## src/rtl/q_tile_scheduler_pkg.sv

```systemverilog
// Shared types for the Q-tile scheduler: fetch/compute FSM encodings and row sizing.
package q_tile_scheduler_pkg;

  typedef enum logic [0:0] {
    FIdle,
    FReq
  } fetch_state_t;

  typedef enum logic [2:0] {
    CIdle,
    CWaitFull,
    CLatch,
    CLaunch,
    CRun,
    CRelease,
    CFinish
  } compute_state_t;

  // Bytes per Q row; rows are packed back to back in memory.
  function automatic int unsigned row_bytes(input int unsigned q_width);
    return q_width / 8;
  endfunction

endpackage

```

## src/rtl/q_fetch_agu.sv

```systemverilog
// Fetch FSM and address generator: issues Q-row reads, at most two tiles ahead of retirement.
module q_fetch_agu
  import q_tile_scheduler_pkg::*;
#(
  parameter int unsigned NUM_PES    = 4,
  parameter int unsigned Q_WIDTH    = 64,
  parameter int unsigned ADDR_WIDTH = 32,
  parameter int unsigned TILE_W     = 16
) (
  input  logic                  clk,
  input  logic                  rst,
  input  logic                  start_go,
  input  logic [ADDR_WIDTH-1:0] base_addr,
  input  logic [TILE_W-1:0]     num_tiles,
  input  logic [TILE_W-1:0]     tiles_ret,
  input  logic                  mem_req_ready,
  output logic                  mem_req_valid,
  output logic [ADDR_WIDTH-1:0] mem_req_addr
);

  localparam int unsigned RowsW   = TILE_W + $clog2(NUM_PES);
  localparam int unsigned RowCntW = (NUM_PES > 1) ? $clog2(NUM_PES) : 1;
  localparam logic [RowCntW-1:0]    LastRow  = RowCntW'(NUM_PES - 1);
  localparam logic [ADDR_WIDTH-1:0] RowBytes = ADDR_WIDTH'(row_bytes(Q_WIDTH));

  fetch_state_t         state_q, state_d;
  logic [RowsW-1:0]     rows_q, rows_d;
  logic [RowCntW-1:0]   row_cnt_q, row_cnt_d;
  logic [TILE_W-1:0]    tiles_req_q, tiles_req_d;
  logic [TILE_W-1:0]    outstanding;
  logic                 credit_ok;
  logic                 req_fire;

  // Credit uses registered counts only, so a retire frees credit one cycle later.
  assign outstanding = tiles_req_q - tiles_ret;
  assign credit_ok   = outstanding < TILE_W'(2);
  assign req_fire    = mem_req_valid && mem_req_ready;

  always_ff @(posedge clk) begin
    if (rst) begin
      state_q     <= FIdle;
      rows_q      <= '0;
      row_cnt_q   <= '0;
      tiles_req_q <= '0;
    end else begin
      state_q     <= state_d;
      rows_q      <= rows_d;
      row_cnt_q   <= row_cnt_d;
      tiles_req_q <= tiles_req_d;
    end
  end

  always_comb begin
    state_d     = state_q;
    rows_d      = rows_q;
    row_cnt_d   = row_cnt_q;
    tiles_req_d = tiles_req_q;
    unique case (state_q)
      FIdle: begin
        if (start_go) begin
          state_d     = FReq;
          rows_d      = '0;
          row_cnt_d   = '0;
          tiles_req_d = '0;
        end
      end
      FReq: begin
        if (req_fire) begin
          rows_d = rows_q + RowsW'(1);
          if (row_cnt_q == LastRow) begin
            row_cnt_d   = '0;
            tiles_req_d = tiles_req_q + TILE_W'(1);
            if (tiles_req_d == num_tiles) begin
              state_d = FIdle;
            end
          end else begin
            row_cnt_d = row_cnt_q + RowCntW'(1);
          end
        end
      end
      default: state_d = FIdle;
    endcase
  end

  always_comb begin
    mem_req_valid = (state_q == FReq) && credit_ok;
    mem_req_addr  = base_addr + ADDR_WIDTH'(rows_q) * RowBytes;
  end

endmodule

```

## src/rtl/q_tile_scheduler.sv

```systemverilog
// Q-tile scheduler top: compute FSM, response pass-through into the Q buffer, bank-order check.
module q_tile_scheduler
  import q_tile_scheduler_pkg::*;
#(
  parameter int unsigned NUM_PES    = 4,
  parameter int unsigned Q_WIDTH    = 64,
  parameter int unsigned ADDR_WIDTH = 32,
  parameter int unsigned TILE_W     = 16
) (
  input  logic                  clk,
  input  logic                  rst,
  input  logic                  start,
  input  logic [ADDR_WIDTH-1:0] q_base_addr,
  input  logic [TILE_W-1:0]     num_q_tiles,
  output logic                  busy,
  output logic                  done,
  output logic                  order_err,
  output logic                  mem_req_valid,
  input  logic                  mem_req_ready,
  output logic [ADDR_WIDTH-1:0] mem_req_addr,
  input  logic                  mem_rsp_valid,
  output logic                  mem_rsp_ready,
  input  logic [Q_WIDTH-1:0]    mem_rsp_data,
  output logic                  buf_load_valid,
  input  logic                  buf_load_ready,
  output logic [Q_WIDTH-1:0]    buf_load_data,
  output logic                  buf_compute_start,
  output logic                  buf_compute_done,
  input  logic                  buf_bank_full,
  input  logic                  buf_bank_active,
  input  logic                  buf_active_bank_id,
  output logic                  pe_tile_start,
  input  logic                  pe_tile_done,
  output logic [TILE_W-1:0]     pe_tile_idx
);

  compute_state_t          state_q, state_d;
  logic [ADDR_WIDTH-1:0]   base_q;
  logic [TILE_W-1:0]       num_q;
  logic [TILE_W-1:0]       tiles_ret_q;
  logic                    order_err_q;
  logic                    start_acc;
  logic                    fetch_go;
  logic                    tile_last;
  logic                    unused_bank_active;

  assign start_acc          = start && (state_q == CIdle);
  assign fetch_go           = start_acc && (num_q_tiles != '0);
  assign tile_last          = (tiles_ret_q + TILE_W'(1)) == num_q;
  assign unused_bank_active = buf_bank_active;

  q_fetch_agu #(
    .NUM_PES    (NUM_PES),
    .Q_WIDTH    (Q_WIDTH),
    .ADDR_WIDTH (ADDR_WIDTH),
    .TILE_W     (TILE_W)
  ) u_fetch_agu (
    .clk           (clk),
    .rst           (rst),
    .start_go      (fetch_go),
    .base_addr     (base_q),
    .num_tiles     (num_q),
    .tiles_ret     (tiles_ret_q),
    .mem_req_ready (mem_req_ready),
    .mem_req_valid (mem_req_valid),
    .mem_req_addr  (mem_req_addr)
  );

  always_ff @(posedge clk) begin
    if (rst) begin
      state_q <= CIdle;
    end else begin
      state_q <= state_d;
    end
  end

  always_ff @(posedge clk) begin
    if (rst) begin
      base_q      <= '0;
      num_q       <= '0;
      tiles_ret_q <= '0;
      order_err_q <= 1'b0;
    end else begin
      if (start_acc) begin
        base_q      <= q_base_addr;
        num_q       <= num_q_tiles;
        tiles_ret_q <= '0;
        order_err_q <= 1'b0;
      end
      if (state_q == CRelease) begin
        tiles_ret_q <= tiles_ret_q + TILE_W'(1);
      end
      // Banks alternate, so tile parity must match the bank the buffer latched.
      if ((state_q == CLaunch) && (buf_active_bank_id != tiles_ret_q[0])) begin
        order_err_q <= 1'b1;
      end
    end
  end

  always_comb begin
    state_d = state_q;
    unique case (state_q)
      CIdle:     if (start_acc) state_d = (num_q_tiles == '0) ? CFinish : CWaitFull;
      CWaitFull: if (buf_bank_full) state_d = CLatch;
      CLatch:    state_d = CLaunch;
      CLaunch:   state_d = CRun;
      CRun:      if (pe_tile_done) state_d = CRelease;
      CRelease:  state_d = tile_last ? CFinish : CWaitFull;
      CFinish:   state_d = CIdle;
      default:   state_d = CIdle;
    endcase
  end

  always_comb begin
    busy              = (state_q != CIdle);
    done              = (state_q == CFinish);
    buf_compute_start = (state_q == CLatch);
    pe_tile_start     = (state_q == CLaunch);
    buf_compute_done  = (state_q == CRelease);
    pe_tile_idx       = tiles_ret_q;
    order_err         = order_err_q;
    buf_load_valid    = mem_rsp_valid & busy;
    buf_load_data     = mem_rsp_data;
    mem_rsp_ready     = buf_load_ready & busy;
  end

endmodule

```

## config.mk

```make
export PLATFORM = sky130hd
export DESIGN_NAME = q_tile_scheduler
export DESIGN_NICKNAME = d
export VERILOG_FILES = /design/src/rtl/q_tile_scheduler_pkg.sv /design/src/rtl/q_fetch_agu.sv /design/src/rtl/q_tile_scheduler.sv
export SDC_FILE = /design/constraint.sdc
export NUM_CORES = 1
export LEC_CHECK = 0
export ABC_AREA = 1
export BUFFER_PORTS_ARGS = -buffer_cell sky130_fd_sc_hd__buf_2
export CAP_MARGIN = 20
export CORE_UTILIZATION = 57
export DETAILED_ROUTE_END_ITERATION = 10
export GPL_TIMING_DRIVEN = 0
export PLACE_DENSITY = 0.87
export SLEW_MARGIN = 20
export SYNTH_ARGS = -nofsm -noshare
export SYNTH_HDL_FRONTEND = slang
export SYNTH_SLANG_ARGS = --single-unit
export TNS_END_PERCENT = 50
```

## constraint.sdc

```tcl
create_clock -name clk -period 5.5 [get_ports clk]
set_input_delay 0.55 -clock clk [delete_from_list [all_inputs] [get_ports clk]]
set_output_delay 0.55 -clock clk [all_outputs]
set_load 0.03 [all_outputs]
```

==> results of run 1 <==
==> layout make-up <==
type	instances	area share, %
Clock buffer	11	2.51
Multi-Input combinational cell	976	50.5
Buffer	102	6.88
Clock inverter	5	1.14
Inverter	149	5.79
Timing Repair Buffer	176	9.12
Tap cell	180	2.33
Sequential cell	105	21.8
==> worst paths after layout <==
path | cells past startpoint | slack (ns) | endpoint
setup / recovery | 13 | 1.42 | mem_req_addr[31]
hold / removal | 3 | 0.40 | base_q[13]
setup reg to reg | 19 | 2.49 | u_fetch_agu.state_q
hold reg to reg | 2 | 0.46 | order_err
==> flip-flops by register name, summed over array words and instances (netlist names) <==
name and flops:
u_fetch_agu.state_q 1, num_q 16, u_fetch_agu.rows_q 18, order_err 1
base_q 32, pe_tile_idx 16, u_fetch_agu.row_cnt_q 2, state_q 3
u_fetch_agu.tiles_req_q 16
==> Yosys cell counts, drive strengths merged <==
cell type  count
ha            36
buf           75
fa             2
a31oi          2
and2           4
or2            5
nor3          24
o21bai         1
inv          148
a211oi         1
o21a           1
nand3b         4
o21ai         73
nand3        110
nand4         20
xnor2         11
o211ai         2
xnor3          2
nor4           7
dfxtp        105
clkbuf        27
nand2        358
clkinv         1
a21oi        102
nor2         175
xor2          36
==> metal layers <==
layer  GRT usage, %  vias to the layer above
met5              0                        -
met4           14.0                        0
met3           5.57                       56
met2           56.0                      385
met1           37.3                     4077
li1               -                     4592
==> layout by cell type, fill, tap and decap left out, types with 36 or more instances in the layout <==
cell     netlist  routed
inv_1        145     145
xor2_1        36      36
dfxtp_1      105     105
nand2_1      348     348
o21ai_0       70      70
nand3_1      110     110
buf_4         70      70
a21oi_1      102     102
ha_1          36      36
buf_2          3     179
nor2_1       171     171
==> worst max-delay path: cells and delay by family (launching register included) <==
kind,cells,cell delay (ns)
AOI/OAI and AO/OA,2,0.57
xor gates and xnor gates,1,0.22
adders and majority gates,2,0.71
buffers and inverters,2,0.32
DFF,1,0.45
and+or+nand+nor,6,0.90
==> metrics by stage <==
step / total power, mW / setup WS, ns / util, % / instances
2_1_floorplan: 1.90 / 2.30 / - / 1332
3_3_place_gp: 2.18 / 1.95 / 66.8 / 1688
3_5_place_dp: 2.20 / 1.89 / 66.8 / 1688
4_1_cts: 2.97 / 1.46 / 69.3 / 1704
5_1_grt: 3.17 / 1.24 / 69.3 / 1704
6_report: 2.99 / 1.42 / 69.3 / 1704
==> cells by family (layout without fill, tap and decap cells) <==
group / Yosys count / in the layout
XOR/XNOR: 49 / 49
buffers and inverters: 251 / 443
AO/OA/AOI/OAI: 182 / 182
adder cells (fa/ha/maj): 38 / 38
AND/OR/NAND/NOR: 707 / 707
flip-flops: 105 / 105
==> power by group <==
group	internal, mW	leakage [nW]	total [mW]	switching [mW]
Clock	0.463	0.172	0.776	0.312
Combinational	0.431	3.83	1.28	0.850
Sequential	0.850	0.859	0.932	0.0825
Total	1.74	4.87	2.99	1.24
==> qor.yml, run 1 <==
timing:
  slew_violations: 0
  worst_pin_slew_ns: 0.704
  worst_clock_skew_ns: 0.0100
  setup_viol: 0
  rsz0062_at_grt: "false"
  fmax_mhz: 245
  hold_viol: 0
  fin_crit_ns: 4.08
  setup-tns-final_ns: 0
  hold_slack_ns: 0.403
  post-route-period-util_pct: 74.2
  slew_headroom_pct: 52.8
die:
  start_util_pct: 58.9
  die_y_um: 122
  dieArea_um2: 14900
  rows: 43
  die_w_um: 122
  core-area_um2: 13900
  io_pins: 243
drt:
  met2_length_um: 11300
  antenna_left: 0
  routed_wirelength_um: 23600
  drc_errors: 0
  wire_per_inst_um: 13.8
  vias: 9110
  maxUsedRoutingLayer: "met4"
  met3_wirelength_um: 1770
  drt_first_pass_iters: 6
  viasPerCell: 5.35
  drt_iter0_drc: 653
  met1Wirelength_um: 9680
power:
  ir_drop_uv: 275
  p_leak_nw: 4.87
  power_density_nw_per_um2: 309
clock_network:
  clock_path_buffers: 2
  cts_sinks: 105
  clk_latency_ns: 0.36
  ctsHtreeMaxLevel: 3
  cts-root-buf: "clkbuf_16"
  ctsHoldBuffers: 0
  path_clk_slew_ns: 0.08
  cts_tree: "built"
  cts_resized: 0
  post_cts_buffers: 0
  cts_buffers: 9
hold_path:
  hold_start: "q_base_addr[13]"
  hp-class: "primary input to flop"
placed_design:
  port_buffers: 176
  gp_congestion: 0.945
  dpl-instance-area_um2: 9310
  dp_hpwl_um: 18200
global_route:
  grt_overflow: 0
  grt_first_pass_wirelength_um: 37300
  grt_max_degree: 18
  antenna_found_initial: 0
  grt_pass1_vias: 8225
  grt_use_total_pct: 31.8
logic_synthesis:
  synth_seq_area_share_pct: 25.6
  ys_types: 39
  syn_avg_cell_area_um2: 6.16
  synth_area_leader_cell: "dfxtp_1"
  yosys_warnings: 0
  synth_top_area_share_pct: 25.6
  synth_top_family_by_area: "simple AND/OR/NAND/NOR gates"
  synth_area_leaders: "dfxtp_1 (26%), nand2_1 (16%), nor2_1 (7.8%)"
  synthSimpleGateAreaFrac_pct: 36.6
  syn-num-nets: 1492
  synth_adder_area_share_pct: 5.98
  ys_seq_elements: 105
  muxShareOfSynthArea_pct: 0
  synth-compound-area-share_pct: 11.3
  syn_inst: 1332
  synth_xor_area_share_pct: 5.57
  syn_area_um2: 8200
layout:
  final_nets: 1679
  fin_area_um2: 9660
  area.growth.synth_to_final_pct: 17.8
  register_area_um2: 2100
  multi_input_area_um2: 4880
  fillCellCount: 1290
  num_antenna_cells: 0
  drive_gt1_share_pct: 19.0
setup_path:
  startpoint_type: "flop"
  arrival_ns: 3.53
  critical_path.max_stage_delay_ns: 0.45
  critical_path_class: "flop to output pin"
  worst-path-max-fanout: 6
  crit_start: "u_fetch_agu.rows_q[0]"
  cp-end-kind: "output pin"
  rr_startpoint: "u_fetch_agu.tiles_req_q[0]"
  cp_cell_sequence: "ha_1, inv_1, fa_1, nor3_1, nor2_1, o21ai_1, nand3_1, nand2_1, nand2_1, a21oi_1, nand3_1, xor2_1, buf_2"
  slowest_stage: "dfxtp_1"
  cp_data_required_time_ns: 4.95
flow_run:
  cap_violations: 0
outcome:
  status: "complete, no violations"
Note: power is estimated with default switching activity, not from simulation.
==> run 2, diff against run 1 <==
--- a/config.mk
+++ b/config.mk
@@ -8,10 +8,10 @@
 export ABC_AREA = 1
 export BUFFER_PORTS_ARGS = -buffer_cell sky130_fd_sc_hd__buf_2
 export CAP_MARGIN = 20
-export CORE_UTILIZATION = 57
+export CORE_UTILIZATION = 48
 export DETAILED_ROUTE_END_ITERATION = 10
 export GPL_TIMING_DRIVEN = 0
-export PLACE_DENSITY = 0.87
+export PLACE_DENSITY = 0.78
 export SLEW_MARGIN = 20
 export SYNTH_ARGS = -nofsm -noshare
 export SYNTH_HDL_FRONTEND = slang
==> constraint.sdc (replaced) <==
create_clock -name clk -period 3.45 [get_ports clk]
set_input_delay 0.345 -clock clk [delete_from_list [all_inputs] [get_ports clk]]
set_output_delay 0.345 -clock clk [all_outputs]
set_load 0.03 [all_outputs]
==> qor.yml, run 2 (synthesized netlist as in run 1, its figures left out) <==
outcome:
  status: "complete, no violations"
clock_network:
  clock_path_buffers: 2  # unchanged
  cts_buffers: 9  # unchanged
  clk_latency_ns: 0.36  # about the same
  ctsHtreeMaxLevel: 3  # unchanged
  cts_sinks: 105  # unchanged
  path_clk_slew_ns: 0.08  # about the same
  ctsHoldBuffers: 0  # unchanged
  cts_tree: "built"
  cts-root-buf: "clkbuf_16"
layout:
  multi_input_area_um2: 4910  # +0.62%
  layout_commonest_cell: "nand2_1"
  drive_gt1_share_pct: 19.6  # +0.59 points
  largest_reg_flops: 32  # unchanged
  final_nets: 1680  # +0.060%
  most-common-layout-cells: "nand2_1 (347), buf_2 (177), nor2_1 (171)"
  fillCellCount: 1652  # +28%
  reg.largest.list: "base_q (32), u_fetch_agu.rows_q (18)"
  area.growth.synth_to_final_pct: 17.9
  regMostFlops: "base_q"
  num_antenna_cells: 0  # unchanged
  register_area_um2: 2110  # +0.18%
hold_path:
  hold_start: "q_base_addr[11]"
  hp-class: "primary input to flop"
power:
  switching_power_mw: 1.97  # +58%
  seq_power_share_pct: 33.0  # +1.8 points
  p_leak_nw: 4.83  # -0.66%
  pwr-share-clk_pct: 21.8  # -4.2 points
  total_power_mw: 4.50  # +51%
  p_comb_share_pct: 45.2  # +2.3 points
  swShare_pct: 43.7  # +2.0 points
  power_density_nw_per_um2: 466  # +51%
  ir_drop_uv: 312  # +13%
  internal_power_mw: 2.54  # +45%
timing:
  hold_viol: 0  # unchanged
  fmax_mhz: 303
  worst_clock_skew_ns: 0.0106  # +0.000572 ns
  slew_headroom_pct: 52.9  # +0.10 points
  setup_viol: 0  # unchanged
  worst_pin_slew_ns: 0.703  # -0.00155 ns
  slew_violations: 0  # unchanged
  fin_crit_ns: 3.30
  post-route-period-util_pct: 95.8
  hold_slack_ns: 0.196  # -0.207 ns
die:
  dieArea_um2: 17600  # +18%
  core-area_um2: 16600  # +19%
  die_w_um: 133  # +8.8%
  io_pins: 243  # unchanged
  die_y_um: 133  # +8.8%
  start_util_pct: 49.3  # -9.6 points
  rows: 47  # +9.3%
flow_run:
  cap_violations: 0  # unchanged
drt:
  routed_wirelength_um: 23300  # -1.0%
  wire_per_inst_um: 13.4  # -3.3%
  drc_errors: 0  # unchanged
  viasPerCell: 5.10  # -4.6%
  antenna_left: 0  # unchanged
  vias: 8899  # -2.3%
  drt_iter0_drc: 690  # +5.7%
  drt_first_pass_iters: 6  # unchanged
placed_design:
  dp_hpwl_um: 18500  # +1.4%
  gp_congestion: 0.927  # -1.9%
  port_buffers: 176  # unchanged
setup_path:
  crit_start: "u_fetch_agu.rows_q[0]"
  critical_path_class: "flop to output pin"
  cp-end-kind: "output pin"
  worst-path-max-fanout: 6  # unchanged
  cp_data_required_time_ns: 3.11  # -1.84 ns
  arrival_ns: 2.96  # -0.57 ns
  rr_startpoint: "u_fetch_agu.tiles_req_q[0]"
  startpoint_type: "flop"
global_route:
  antenna_found_initial: 0  # unchanged
  grt_pass1_vias: 8118  # -1.3%
  grt_use_total_pct: 26.6  # -5.2 points
  grt_overflow: 0  # unchanged
  grt_first_pass_wirelength_um: 37900  # +1.6%
  grt_max_degree: 18  # unchanged
[run 2: cell count changes in the layout (fill, tap and decap cells not counted), sizes merged]
cell and change:
bufinv -3, clkinv +3, buf +1, clkbuf -1
[run 2: power groups by stage]
stage,Sequential [mW],Clock [mW],Combinational (mW)
finish,1.49,0.981,2.04
global placement,1.51,0,1.98
detailed placement,1.51,0,2.00
floorplan,1.47,0,1.55
CTS,1.48,0.997,2.02
global route,1.51,1.04,2.29
[run 2: area by class of cell]
class | count | share of cell area, %
Timing Repair Buffer | 177 | 9.24
Clock buffer | 10 | 2.37
Clock inverter | 5 | 0.401
Inverter | 149 | 5.78
Tap cell | 220 | 2.85
Buffer | 102 | 6.87
Sequential cell | 105 | 21.8
Multi-Input combinational cell | 976 | 50.7
[run 2: routing by layer]
metal	track usage (%)	part of all wire (%)	vias to the layer above
li1	-	-	4584
met1	33.8	44	3964
met2	46.1	48	318
met3	4.48	6.5	33
met4	7.15	1.9	0
met5	0	0	-
[run 2: metrics by stage]
stage          cells  worst slack (ns)  instance area [um2]  TNS [ns]  utilization, %
6_report        1744             0.145                 9670         0            58.1
5_1_grt         1744           -0.0114                 9670   -0.0114            58.1
4_1_cts         1744           0.00619                 9650         0            58.0
3_5_place_dp    1728            0.0509                 9360         0            56.2
3_3_place_gp    1728            0.0935                 9360         0            56.2
2_1_floorplan   1332             0.451                 8200         0               -
[run 2: final timing paths]
kind / to / slack (ns) / depth (start not counted)
worst max-delay path: mem_req_addr[31] / 0.15 / 13
worst min-delay path: base_q[11] / 0.20 / 3
worst max register to register: u_fetch_agu.rows_q[1] / 0.45 / 18
worst min register to register: order_err / 0.46 / 2
[run 2: what timing repair did]
item | CTS | global route
setup endpoints to repair | 6 | 7
pin swaps | 1 | 2
gates resized for setup | 6 | 8
setup buffers | 1 | 0
[run 2: worst max-delay path: stages (launching register included)]
cell,delay (ns)
dfxtp_4,0.38
ha_2,0.21
inv_1,0.07
fa_2,0.37
nor3_2,0.21
nor2_1,0.11
o21ai_2,0.19
nand3_1,0.11
nand2_2,0.11
nand2_1,0.10
a21oi_2,0.22
nand3_2,0.11
xor2_1,0.21
buf_4,0.19
